**src/rtl/arith_pkg.sv**
```systemverilog
// Shared arithmetic-datapath definitions: SAR controller state encoding and
// helpers that size the probe index and comparator wait counter.
package arith_pkg;

   typedef enum logic [1:0] {
      S_IDLE  = 2'd0,
      S_PROBE = 2'd1,
      S_WAIT  = 2'd2,
      S_DONE  = 2'd3
   } sarState_t;

   // Width needed to index WIDTH bit positions (at least one bit).
   function automatic int unsigned idxWidth(input int unsigned width);
      return (width > 1) ? $clog2(width) : 1;
   endfunction

   // Width needed to count CMP_LATENCY wait cycles (at least one bit).
   function automatic int unsigned waitWidth(input int unsigned latency);
      return (latency > 1) ? $clog2(latency) : 1;
   endfunction

endpackage

```
**src/rtl/sar_probe_shifter.sv**
```systemverilog
// Probe bit tracker for the SAR search: holds the current bit index and its
// one-hot trial mask, walking from the MSB down to bit 0.
module sar_probe_shifter
   import arith_pkg::*;
#(
   parameter int unsigned WIDTH = 8
) (
   input  logic             clock,
   input  logic             reset,
   input  logic             load,
   input  logic             shift,
   output logic [WIDTH-1:0] bitMask,
   output logic             last
);

   localparam int unsigned IDX_W = idxWidth(WIDTH);

   logic [IDX_W-1:0] idx;

   // Reset and load both restart the walk at the MSB.
   always_ff @(posedge clock) begin
      if (reset || load) begin
         idx     <= IDX_W'(WIDTH - 1);
         bitMask <= WIDTH'(1) << (WIDTH - 1);
      end else if (shift && (idx != '0)) begin
         idx     <= idx - IDX_W'(1);
         bitMask <= bitMask >> 1;
      end
   end

   assign last = (idx == '0);

endmodule

```
**src/rtl/sar_search_engine.sv**
```systemverilog
// Successive-approximation search controller driving comparator input B.
// Optional early exit on equality is enabled by defining SAR_EARLY_EXIT_EN.
module sar_search_engine
   import arith_pkg::*;
#(
   parameter int unsigned WIDTH       = 8,
   parameter int unsigned CMP_LATENCY = 0
) (
   input  logic             clock,
   input  logic             reset,
   input  logic             start,
   output logic             ready,
   output logic [WIDTH-1:0] trialValue,
   input  logic             cmpEqual,
   input  logic             cmpGreater,
   input  logic             cmpLess,
   output logic             done,
   output logic [WIDTH-1:0] result,
   output logic             error
);

   localparam int unsigned WAIT_W = waitWidth(CMP_LATENCY);

   sarState_t        state;
   sarState_t        nextState;
   logic [WIDTH-1:0] acc;
   logic [WIDTH-1:0] accNext;
   logic [WIDTH-1:0] bitMask;
   logic [WIDTH-1:0] probeValue;
   logic [WAIT_W-1:0] waitCnt;
   logic             last;
   logic             accept;
   logic             sampleNow;
   logic             flagsValid;
   logic             hitEqual;
   logic             finish;

   sar_probe_shifter #(.WIDTH(WIDTH)) probeShifter (
      .clock   (clock),
      .reset   (reset),
      .load    (accept),
      .shift   (sampleNow && !finish),
      .bitMask (bitMask),
      .last    (last)
   );

   // Flags are sampled in the final cycle the trial has been held.
   assign accept     = (state == S_IDLE) && start;
   assign sampleNow  = ((state == S_PROBE) && (CMP_LATENCY == 0)) ||
                       ((state == S_WAIT) && (waitCnt == WAIT_W'(CMP_LATENCY - 1)));
   assign flagsValid = ( cmpEqual & ~cmpGreater & ~cmpLess) |
                       (~cmpEqual &  cmpGreater & ~cmpLess) |
                       (~cmpEqual & ~cmpGreater &  cmpLess);
   assign probeValue = acc | bitMask;
   assign accNext    = (cmpGreater | cmpEqual) ? probeValue : acc;

`ifdef SAR_EARLY_EXIT_EN
   assign hitEqual = cmpEqual;
`else
   assign hitEqual = 1'b0;
`endif

   assign finish = sampleNow && (!flagsValid || hitEqual || last);

   always_ff @(posedge clock) begin
      if (reset) state <= S_IDLE;
      else       state <= nextState;
   end

   always_comb begin
      nextState = state;
      case (state)
         S_IDLE:  if (start) nextState = S_PROBE;
         S_PROBE: begin
            if (!sampleNow)  nextState = S_WAIT;
            else if (finish) nextState = S_DONE;
            else             nextState = S_PROBE;
         end
         S_WAIT:  if (sampleNow) nextState = finish ? S_DONE : S_PROBE;
         S_DONE:  nextState = S_IDLE;
         default: nextState = S_IDLE;
      endcase
   end

   always_comb begin
      ready      = (state == S_IDLE);
      done       = (state == S_DONE);
      trialValue = '0;
      if ((state == S_PROBE) || (state == S_WAIT)) trialValue = probeValue;
   end

   // Accumulator, wait counter and result/error capture.
   always_ff @(posedge clock) begin
      if (reset) begin
         acc     <= '0;
         result  <= '0;
         error   <= 1'b0;
         waitCnt <= '0;
      end else begin
         if ((state == S_WAIT) && !sampleNow) waitCnt <= waitCnt + WAIT_W'(1);
         else                                 waitCnt <= '0;

         if (accept) begin
            acc   <= '0;
            error <= 1'b0;
         end else if (sampleNow) begin
            if (!flagsValid) begin
               error  <= 1'b1;
               result <= acc;
            end else begin
               acc <= accNext;
               if (finish) result <= accNext;
            end
         end
      end
   end

endmodule
```
**config.mk**
```make
export PLATFORM = sky130hd
export DESIGN_NAME = sar_search_engine
export DESIGN_NICKNAME = d
export VERILOG_FILES = /design/src/rtl/arith_pkg.sv /design/src/rtl/sar_probe_shifter.sv /design/src/rtl/sar_search_engine.sv
export SDC_FILE = /design/constraint.sdc
export NUM_CORES = 1
export LEC_CHECK = 0
export CAP_MARGIN = 20
export CORE_MARGIN = 2
export CORE_UTILIZATION = 55
export CTS_BUF_LIST = sky130_fd_sc_hd__clkbuf_8 sky130_fd_sc_hd__clkbuf_16
export DETAILED_ROUTE_END_ITERATION = 6
export HOLD_SLACK_MARGIN = 0.12
export PLACE_DENSITY_LB_ADDON = 0.12
export SLEW_MARGIN = 5
export SYNTH_ARGS = -nofsm -noshare
export SYNTH_HDL_FRONTEND = slang
export SYNTH_SLANG_ARGS = --single-unit
```
**constraint.sdc**
```tcl
create_clock -name clock -period 3.7 [get_ports clock]
set_input_delay 0.37 -clock clock [delete_from_list [all_inputs] [get_ports clock]]
set_output_delay 0.37 -clock clock [all_outputs]
set_load 0.01 [all_outputs]
```
==> results.cfg <==
[run_status]
status = complete, no violations

[hold_path]
hold_path_class = reg -> reg
whs_path_depth = 2
holdCritStartpoint = error$_SDFFE_PP0P_
hold_end = error$_SDFFE_PP0P_

[route]
routed_wl_um = 3050
drc = 0
drtAntennaViolNets = 0
dr.pass1.iters = 4
wl_per_cell_um = 14.7
vias = 1187
via_per_inst = 5.73
drt_iter0_markers = 20

[place]
dp.final_hpwl_um = 2200
gp_congestion = 0.780
port_buffers = 24

[synth]
yosys_register_bits = 31
synth_ff_type = dfxtp_1
synth_area_leader_cell = dfxtp_1
yosys_warnings = 0
netlist_area_sq_um = 1420
yosysTopAreaCellShare_pct = 43.9
yosys-top-cells-count = dfxtp_1 (31), a21oi_1 (29), nor2_1 (13)
synth.area.top_cells = dfxtp_1 (44%), a21oi_1 (10%), a211oi_2 (8.0%)
seq_area_frac_synth_pct = 43.9
syn_inst = 151
synth.most_common_cell = dfxtp_1
synth_edf_count = 0
syn_avg_cell_area_sq_um = 9.37
ys_async_sr_fraction_pct = 0
synth_fp_nets = 165
synth_cell_type_count = 27

[power]
cellPowerDensity_nw_per_um2 = 424
leakagePower_nw = 0.707
ir_worst_vdd_mv = 0.352

[sta]
hold_violations = 0
hold_ws_ps = 452
slew_headroom_pct = 29.7
period_needed_ps = 2340
drv_slew = 0
max_freq_mhz = 426
setup_violations = 0
clock_skew_ps = 6.48
tns_ps = 0
rsz0062_at_grt = no
fin_crit_sh_pct = 63.4
max_slew.worst_pin.slew_ps = 1050

[global_routing]
grt_pass1_wl_um = 4780
antenna_found_initial = 0
grt_pass1_vias = 1108
grt_usage_pct = 23.2
grt_start_max_net_pins = 14
grt_overflow = 0

[worst_setup_path]
end_kind = primary output
timing.rr.end = acc[6]$_SDFFE_PP0P_
cp.arrival_ps = 1970
timing_worst_setup_path_type = reg -> out
rr_worst_depth = 6
critPathMaxFanout = 8
r2r-start = state[0]$_SDFFE_PP0P_
cp-start-kind = flop
critPathRequiredTime_ps = 3330
regToRegSetupSlack_ps = 1600
startpoint = state[1]$_SDFFE_PP0P_

[clock_tree]
clock_latency_ps = 270
cts_buffers = 5
clock_sinks = 31
post_cts_buffers = 0
clk_path_buf_depth = 2
htree_levels = 2
cts_tree = yes
hold_buffers = 0
root_buffer = clkbuf_8
cts_resized = 0
cts.reportedPaths.clkPinSlew_ps = 60

[finish]
area_growth_pct = 24.0
diodes = 0
nets = 191
fillers = 189
drive_gt1_share_pct = 11.9

[die]
die_area_sq_um = 2990
start_util_pct = 57.6
fp.dieH_um = 54.7
num_rows = 18
pin_count = 25
die_width_um = 54.7
core-area_sq_um = 2450

[run]
max_cap_violations = 0
per-stage QoR:
step / util (%) / total power [mW] / setup WS [ps] / cells / cell area, sq um
floorplan: - / 0.444 / 1980 / 151 / 1420
global placement: 67.9 / 0.487 / 1390 / 200 / 1670
detailed placement: 67.9 / 0.491 / 1290 / 200 / 1670
CTS: 71.5 / 0.751 / 1340 / 207 / 1750
global route: 71.5 / 0.779 / 1270 / 207 / 1750
finish: 71.5 / 0.743 / 1360 / 207 / 1750
report_power, final:
group          internal [mW]  switching, mW  total [mW]
logic                 0.0570         0.0703       0.127
registers              0.348        0.00938       0.357
clock network          0.146          0.113       0.259
total                  0.550          0.193       0.743
placed cells by master, fill, tap and decap left out, types with 3 or more instances in the layout:
master / n
dfxtp_1: 31
a21oi_1: 29
clkdlybuf4s50_1: 24
nor2_1: 13
nand2_1: 12
a211oi_2: 9
o21a_1: 8
ha_1: 8
inv_1: 7
mux2i_1: 7
clkbuf_8: 6
nor3_1: 3
a21o_1: 3
worst max-delay path: stages (launching register included):
cell and delay, ps:
dfxtp_1 400, inv_1 110, ha_1 470, o21a_1 180
clkdlybuf4s50_1 530
sequential cells by signal, summed over array words and instances, names as in the netlist:
register              cells
state                     2
error                     1
waitCnt                   1
acc                       8
probeShifter.bitMask      8
result                    8
probeShifter.idx          3
cell families after synthesis:
family / after synthesis / synth area share, %
muxes: 8 / 5.75
adders and majority gates: 8 / 7.07
AOI/OAI and AO/OA: 54 / 26.3
DFF: 31 / 43.9
xor gates and xnor gates: 2 / 1.24
buffers and inverters: 12 / 3.71
and+or+nand+nor: 36 / 12.1
how the worst max path moves through the flow:
stage	endpoint	slack [ps]	depth (start not counted)
6_report	trialValue[4]	1360	4
5_1_grt	trialValue[3]	1270	4
4_1_cts	trialValue[4]	1340	4
3_5_place_dp	probeShifter.idx[2]$_SDFFE_PP1P_	1290	5
3_3_place_gp	probeShifter.idx[2]$_SDFFE_PP1P_	1390	5
2_1_floorplan	result[0]$_SDFFE_PP0P_	1980	8
final cells by class:
type	instances	area [sq um]	area share [%]
clock buffer	6	82.6	4.71
tap	30	37.5	2.14
sequential	31	621	35.4
multi-input combinational	108	742	42.3
clock inverter	1	5.00	0.285
timing repair buffer	24	240	13.7
inverter	7	26.3	1.50
layer usage:
metal  vias to the layer above  part of all wire (%)  global-route usage, %
li1                        586                     -                      -
met1                       569                    44                   25.9
met2                        30                    50                   40.7
met3                         2                   5.4                   8.20
met4                         0                  0.49                   7.50
met5                         -                     0                      0
Power figures use the tool's default switching activity.
